### src/rtl/data_mem_arbiter.sv
// data_mem_arbiter: two-port arbiter and load/store sequencer for the
// single-port data memory.
// Ports: clk, reset_n (async, active low);
//   p0_*/p1_*: req, we, addr, wdata, func3 in; gnt, done, err, rdata out;
//   mem_*: address, write_data, func3, write, read out; read_data in.
module data_mem_arbiter #(
  parameter int unsigned STARVE_LIMIT = 4
) (
  input  logic        clk,
  input  logic        reset_n,
  input  logic        p0_req,
  input  logic        p0_we,
  input  logic [31:0] p0_addr,
  input  logic [31:0] p0_wdata,
  input  logic [2:0]  p0_func3,
  input  logic        p1_req,
  input  logic        p1_we,
  input  logic [31:0] p1_addr,
  input  logic [31:0] p1_wdata,
  input  logic [2:0]  p1_func3,
  output logic        p0_gnt,
  output logic        p0_done,
  output logic        p0_err,
  output logic [31:0] p0_rdata,
  output logic        p1_gnt,
  output logic        p1_done,
  output logic        p1_err,
  output logic [31:0] p1_rdata,
  output logic [31:0] mem_address,
  output logic [31:0] mem_write_data,
  output logic [2:0]  mem_func3,
  output logic        mem_write,
  output logic        mem_read,
  input  logic [31:0] mem_read_data
);

  localparam logic [3:0] LIMIT = 4'(STARVE_LIMIT);

  typedef struct packed {
    logic        v;
    logic        port;
    logic        we;
    logic [31:0] addr;
    logic [31:0] wdata;
    logic [2:0]  f3;
    logic        err;
  } issue_t;

  issue_t      iss;
  logic [3:0]  starve_cnt;
  logic        rsp_v;
  logic        rsp_port;
  logic        rsp_err;
  logic        p1_win;
  logic        any_gnt;
  logic        go;
  logic        sel_we;
  logic [31:0] sel_addr;
  logic [31:0] sel_wdata;
  logic [2:0]  sel_f3;
  logic [31:0] lane;
  logic [31:0] ld_val;

  // Unknown funct3 or an access not naturally aligned to its size.
  function automatic logic illegal(
    input logic       we,
    input logic [2:0] f3,
    input logic [1:0] a
  );
    logic ok;
    ok = 1'b0;
    unique case (f3)
      3'b000:  ok = 1'b1;
      3'b001:  ok = ~a[0];
      3'b010:  ok = (a == 2'b00);
      3'b100:  ok = ~we;
      3'b101:  ok = ~we & ~a[0];
      default: ok = 1'b0;
    endcase
    return ~ok;
  endfunction

  // P1 overrides P0 only once P0 has used up its streak.
  assign p1_win  = reset_n & p1_req &
                   (~p0_req | (starve_cnt == LIMIT));
  assign p1_gnt  = p1_win;
  assign p0_gnt  = reset_n & p0_req & ~p1_win;
  assign any_gnt = p0_gnt | p1_gnt;

  assign sel_we    = p1_gnt ? p1_we    : p0_we;
  assign sel_addr  = p1_gnt ? p1_addr  : p0_addr;
  assign sel_wdata = p1_gnt ? p1_wdata : p0_wdata;
  assign sel_f3    = p1_gnt ? p1_func3 : p0_func3;

  always_ff @(posedge clk or negedge reset_n) begin
    if (!reset_n) begin
      starve_cnt <= '0;
    end else if (!p1_req || p1_gnt) begin
      starve_cnt <= '0;
    end else if (p0_gnt && starve_cnt != LIMIT) begin
      starve_cnt <= starve_cnt + 4'd1;
    end
  end

  always_ff @(posedge clk or negedge reset_n) begin
    if (!reset_n) begin
      iss <= '0;
    end else begin
      iss.v <= any_gnt;
      if (any_gnt) begin
        iss.port  <= p1_gnt;
        iss.we    <= sel_we;
        iss.addr  <= sel_addr;
        iss.wdata <= sel_wdata;
        iss.f3    <= sel_f3;
        iss.err   <= illegal(sel_we, sel_f3,
                             sel_addr[1:0]);
      end
    end
  end

  // Rejected accesses still occupy the issue slot but never strobe.
  assign go = iss.v & ~iss.err;

  assign mem_address    = go ? iss.addr  : '0;
  assign mem_write_data = go ? iss.wdata : '0;
  assign mem_func3      = go ? iss.f3    : '0;
  assign mem_write      = go & iss.we;
  assign mem_read       = go & ~iss.we;

  assign lane = mem_read_data >> {iss.addr[1:0], 3'b000};

  always_comb begin
    ld_val = lane;
    unique case (iss.f3)
      3'b000:  ld_val = {{24{lane[7]}}, lane[7:0]};
      3'b001:  ld_val = {{16{lane[15]}}, lane[15:0]};
      3'b100:  ld_val = {24'd0, lane[7:0]};
      3'b101:  ld_val = {16'd0, lane[15:0]};
      default: ld_val = mem_read_data;
    endcase
  end

  always_ff @(posedge clk or negedge reset_n) begin
    if (!reset_n) begin
      rsp_v    <= 1'b0;
      rsp_port <= 1'b0;
      rsp_err  <= 1'b0;
      p0_rdata <= '0;
      p1_rdata <= '0;
    end else begin
      rsp_v    <= iss.v;
      rsp_port <= iss.port;
      rsp_err  <= iss.err;
      if (go && !iss.we && !iss.port) begin
        p0_rdata <= ld_val;
      end
      if (go && !iss.we && iss.port) begin
        p1_rdata <= ld_val;
      end
    end
  end

  assign p0_done = rsp_v & ~rsp_port;
  assign p1_done = rsp_v & rsp_port;
  assign p0_err  = p0_done & rsp_err;
  assign p1_err  = p1_done & rsp_err;

endmodule
### config.mk
export PLATFORM = sky130hd
export DESIGN_NAME = data_mem_arbiter
export DESIGN_NICKNAME = d
export VERILOG_FILES = /design/src/rtl/data_mem_arbiter.sv
export SDC_FILE = /design/constraint.sdc
export NUM_CORES = 1
export LEC_CHECK = 0
export CORE_AREA = 2 2 158 160
export CTS_BUF_LIST = sky130_fd_sc_hd__clkbuf_4
export DETAILED_ROUTE_END_ITERATION = 8
export DIE_AREA = 0 0 160 162
export PLACE_DENSITY = 0.57
export SKIP_LAST_GASP = 1
export SLEW_MARGIN = 20
export SYNTH_ARGS = -nofsm -noshare
export SYNTH_HDL_FRONTEND = slang
export SYNTH_SLANG_ARGS = --single-unit
### constraint.sdc
create_clock -name clk -period 2.7 [get_ports clk]
set_clock_uncertainty 0.2 [all_clocks]
set_input_delay 0.54 -clock clk [delete_from_list [all_inputs] [get_ports clk]]
set_output_delay 0.54 -clock clk [all_outputs]
set_load 0.02 [all_outputs]
# == Yosys cells after proc, flatten, opt, wreduce, memory -nomap -nowiden ==
# Index checks and enable logic that the tools add are counted.
# totals
register_bits,142
mem_bits_ro,0
n_memories,0
wordCells,70
latch_bits,0
mem_bits_rw,0
# classes
multipliers,0
eq_ne,9
n_reduce_logical,12
n_mux,12
n_div,0
magnitude_cmp,0
n_addsub,1
shifts,1
n_bitwise,22
# op_table
op,count
$mux 32,4
$pmux 32 s4,1
$shr 32x5->16,1
$and 1x1->1,12
$eq 3x3->1 const B,4
$mux 4,2
$not 1->1,8
$eq 3x1->1 const B,2
$logic_not 3->1,2
$mux 3,2
$pmux 1 s5,1
$add 4x1->4 const B,1
$eq 4x3->1 const B,1
$logic_and 1x1->1,4
$ne 4x3->1 const B,1
$eq 3x2->1 const B,1
$logic_not 1->1,3
$logic_not 2->1,1
$mux 1,2
$or 1x1->1,2
$reduce_bool 2->1,1
$logic_or 1x1->1,1

# == Logic depth before layout (Yosys ltp) ==
# logic_depth
depth_word,9
depth_mapped,8

# == Least setup slack after synthesis ==
# OpenSTA, ideal clock, no wires.
# synth_path
kind,register -> output
from,register starve_cnt[0]
to,output p0_gnt
arrival_ns,1.450
path_slack_ns,0.510
required_time_ns,1.960
path_buffers,2
stages_incl_launch_ff,8
path_cell_list,dfrtp_1 -> inv_1 -> ha_1 -> nand3b_1 -> a21oi_1 -> buf_4 -> buf_2 -> nor2_1
# synth_via
elab_chain_len,5
# synth_rtl
element,line_no,rtl
start: declaration,50,logic [3:0] starve_cnt;
start signal: assignment,101,starve_cnt <= starve_cnt + 4'd1;
$eq 4x3->1,85,(~p0_req | (starve_cnt == LIMIT));
$or 1x1->1,85,
$and 1x1->1,84,assign p1_win = reset_n & p1_req &
via p1_gnt,25,"output logic p1_gnt,"
$not 1->1,87,assign p0_gnt = reset_n & p0_req & ~p1_win;
$and 1x1->1,87,
end: declaration,21,"output logic p0_gnt,"
# The timed path passes the listed nets, and every way through them passes these cells.

# == Worst setup path after layout ==
# layout_path
from,register iss[0] (netlist bit)
to,output mem_write_data[8]
# layout_via
elab_chain_len,3
# layout_rtl
element,line_no,rtl
start: declaration,49,issue_t iss;
$not 1->1,123,assign go = iss.v & ~iss.err;
$and 1x1->1,123,
$mux 32,126,assign mem_write_data = go ? iss.wdata : '0;
end: declaration,30,"output logic [31:0] mem_write_data,"
# No other way between the ends.

==> impl_metrics.yaml <==
floorplanning:
  die_w_um: 160
  num_rows: 57
  dieArea_mm2: 0.0259
  initial_utilization_pct: 29.8
  core-area_mm2: 0.0241
  num_io_pins: 311
  chipHeight_um: 162
pwr:
  vdd_drop_max_mv: 0.340
  pwr_density_cell_mw_per_mm2: 717
  power.leakage_nw: 4.46
  total_power_mw: 7.87
timing:
  worstMarginPinSlew_ns: 0.820
  finalHoldViolations: 0
  finalWorstSetupSlack_ns: 0.0548
  fin_tns_setup_ns: 0
  relSlewSlack_pct: 45.3
  fin_crit_sh_pct: 98.0
  rsz0062_at_grt: "true"
  slew_viol_final: 0
  fmax_mhz: 378
  final-setup-viol-count: 0
  finalCriticalPeriod_ns: 2.65
critical_path:
  path_class: "reg -> out"
  required_ns: 1.96
  critPathLaunchType: "flip-flop"
  critPathMaxStageDelay_ns: 0.43
  crit_chain: "and2b_4 -> buf_12 -> and2_1 -> dlygate4sd2_1"
  worst_ep_arrival_time_ns: 1.91
  critPathSlowestCell: "dfrtp_1"
  path_max_fanout: 24
  crit_path_end_kind: "primary output"
clock_tree:
  cts.path.max_buffers: 2
  clk_latency_ns: 0.52
  cts_root_buffer: "clkbuf_4"
  htreeDepth: 4
  clock_sinks: 142
  cts_tree: "built"
  cts_made_buffers: 17
  clkTransAtPathRegs_ns: 0.12
synth:
  syn-cell-area_mm2: 0.00718
  syn_inst: 751
  yosys_warnings: 0
  synth_nets: 925
  synth-edff-count: 0
  synth_top_area_share_pct: 49.5
  synthArstFlopShare_pct: 100
  avgSynthCellArea_um2: 9.56
  yosys.area.top_type: "dfrtp_1"
  synth_cell_types: 44
  synthFlopType: "dfrtp_1"
  synth_seq_cells: 142
  ys_seq_area_share_pct: 49.5
  synth_area_leaders: "dfrtp_1, mux2i_1, nor2_1"
global_routing:
  grt_use_total_pct: 19.3
  grt_pass1_vias: 6604
  grt_max_degree: 151
  antenna_found_initial: 2
  gr-total-overflow: 0
  grt_pass1_wl_um: 38600
routing:
  drt-initial-drc-count: 334
  drt_wl_total_um: 25300
  postRouteAntennaNets: 0
  num_vias: 6568
  post-route-drc-count: 0
  wire_per_inst_um: 18.2
  firstDrtPassIters: 6
  via_per_inst: 4.72
place:
  place_congestion: 0.758
  dp_slack_ns: 0.0254
  hpwl_um: 18400
  io_buffers: 310
  placed_area_mm2: 0.0106
status:
  status: "finished clean"
layout:
  drive_gt1_share_pct: 13.2
  fin_area_mm2: 0.0110
  layout.area.seq_mm2: 0.00355
  nets: 1226
  final_util_pct: 45.5
  multiInputGateArea_mm2: 0.00333
  fillCellCount: 2463
  area_growth_pct: 52.7
hold_path:
  hold_path.class: "reg -> reg"
job:
  maxCapViolCount: 0
==> cell type report <==
cell class	count	share of cell area [%]
well taps	324	3.70
flip-flops and latches	142	32.4
multi-input cells	543	30.4
inverters	8	0.297
clock inverters	14	1.52
diodes	2	0.0456
clock buffers	18	1.23
repair buffers	340	30.4
==> metrics by stage <==
| stage | hold WS (ns) | instances |
|---|---|---|
| 2_1_floorplan | 0.0444 | 751 |
| 3_3_place_gp | 0.226 | 1350 |
| 3_5_place_dp | 0.231 | 1350 |
| 4_1_cts | 0.246 | 1386 |
| 5_1_grt | 0.309 | 1390 |
| 6_report | 0.282 | 1391 |
==> flip-flops by register name, indices dropped and copies added, names as in the netlist <==
name        count
starve_cnt      4
rsp_port        1
p0_rdata       32
rsp_err         1
rsp_v           1
p1_rdata       32
iss            71
==> routing by layer <==
metal	GRT usage (%)	vias to the layer above	wire length [um]
met4	3.15	0	144
met5	0	-	0
met2	32.5	238	12200
met3	8.15	10	2740
met1	23.6	3107	10200
li1	-	3213	-
==> layout by cell type, fill, tap and decap left out, types with 3 or more instances in the layout <==
| cell type | synthesis | routed |
|---|---|---|
| clkdlybuf4s50_1 | 0 | 238 |
| dfrtp_1 | 142 | 141 |
| nor2_1 | 135 | 135 |
| mux2i_1 | 75 | 75 |
| and2_1 | 73 | 73 |
| a21oi_1 | 74 | 73 |
| a31oi_1 | 47 | 47 |
| nand2_1 | 41 | 41 |
| clkdlybuf4s15_2 | 0 | 41 |
| buf_4 | 7 | 23 |
| clkbuf_4 | 0 | 18 |
| a221o_1 | 15 | 15 |
| nor2b_1 | 12 | 12 |
| o21ai_0 | 12 | 12 |
| clkbuf_2 | 0 | 12 |
| buf_2 | 13 | 12 |
| inv_1 | 8 | 7 |
| nand3b_1 | 5 | 5 |
| nand3_1 | 5 | 5 |
| nand2b_1 | 5 | 5 |
| o21bai_1 | 5 | 5 |
| a21o_1 | 4 | 4 |
| dlygate4sd2_1 | 0 | 4 |
| buf_12 | 0 | 4 |
| nor4_1 | 3 | 3 |
| inv_6 | 0 | 3 |
| bufinv_16 | 0 | 3 |
==> cells by family after synthesis <==
group | Yosys count | share of synthesized area (%)
muxes | 77 | 10.9
adders and majority gates | 2 | 0.348
and+or+nand+nor | 291 | 19.6
AOI/OAI and AO/OA | 173 | 15.3
DFF | 142 | 49.5
buffers and inverters | 66 | 4.46
==> worst max-delay path: cells and delay by family, from the launching register on <==
kind / cells / cell delay [ns]
buffers and inverters: 2 / 0.50
AND/OR/NAND/NOR: 2 / 0.46
flip-flops: 1 / 0.43
==> synthesized netlist by cell type, types with 2 or more instances <==
cell / n
o21bai_1: 5
ha_1: 2
nand3_1: 5
nand3b_1: 5
a21oi_1: 74
a21o_1: 4
nand2_1: 41
nor3b_1: 3
buf_4: 7
dfrtp_1: 142
clkbuf_1: 29
nor3_2: 2
a22o_1: 2
mux2_4: 2
and2_1: 73
nor2b_1: 12
buf_2: 13
a31oi_1: 47
nor4_1: 3
and3_1: 2
a221o_1: 15
a21boi_0: 2
a221oi_1: 2
nor2_1: 135
inv_1: 8
mux2i_1: 75
buf_6: 4
o21ai_0: 12
nand2b_1: 5
a21oi_2: 2
buf_1: 5
==> path summary, 6_finish.rpt <==
kind / end / from / slack, ns / depth (start not counted)
worst min-delay path: rsp_v / iss[70] / 0.28 / 0
max in group asynchronous: p0_rdata[1] / reset_n / 1.11 / 3
min in group asynchronous: p1_rdata[4] / reset_n / 0.57 / 3
worst max-delay path: mem_write_data[8] / iss[0] / 0.05 / 4
worst min register to register: rsp_v / iss[70] / 0.28 / 0
worst max register to register: iss[44] / starve_cnt[0] / 0.36 / 9
==> power breakdown <==
group | internal [mW] | switching (mW)
Clock | 0.654 | 0.829
Combinational | 1.65 | 1.65
Sequential | 2.72 | 0.367
==> repair_timing <==
item,in CTS,in global routing
hold endpoints to repair,52,0
setup endpoints to repair,70,70
pin swaps,1,1
cloned,0,1
setup buffers,3,2
hold buffers,1,0
resized for setup,189,38
No activity file was read; power rests on OpenSTA's default activity.
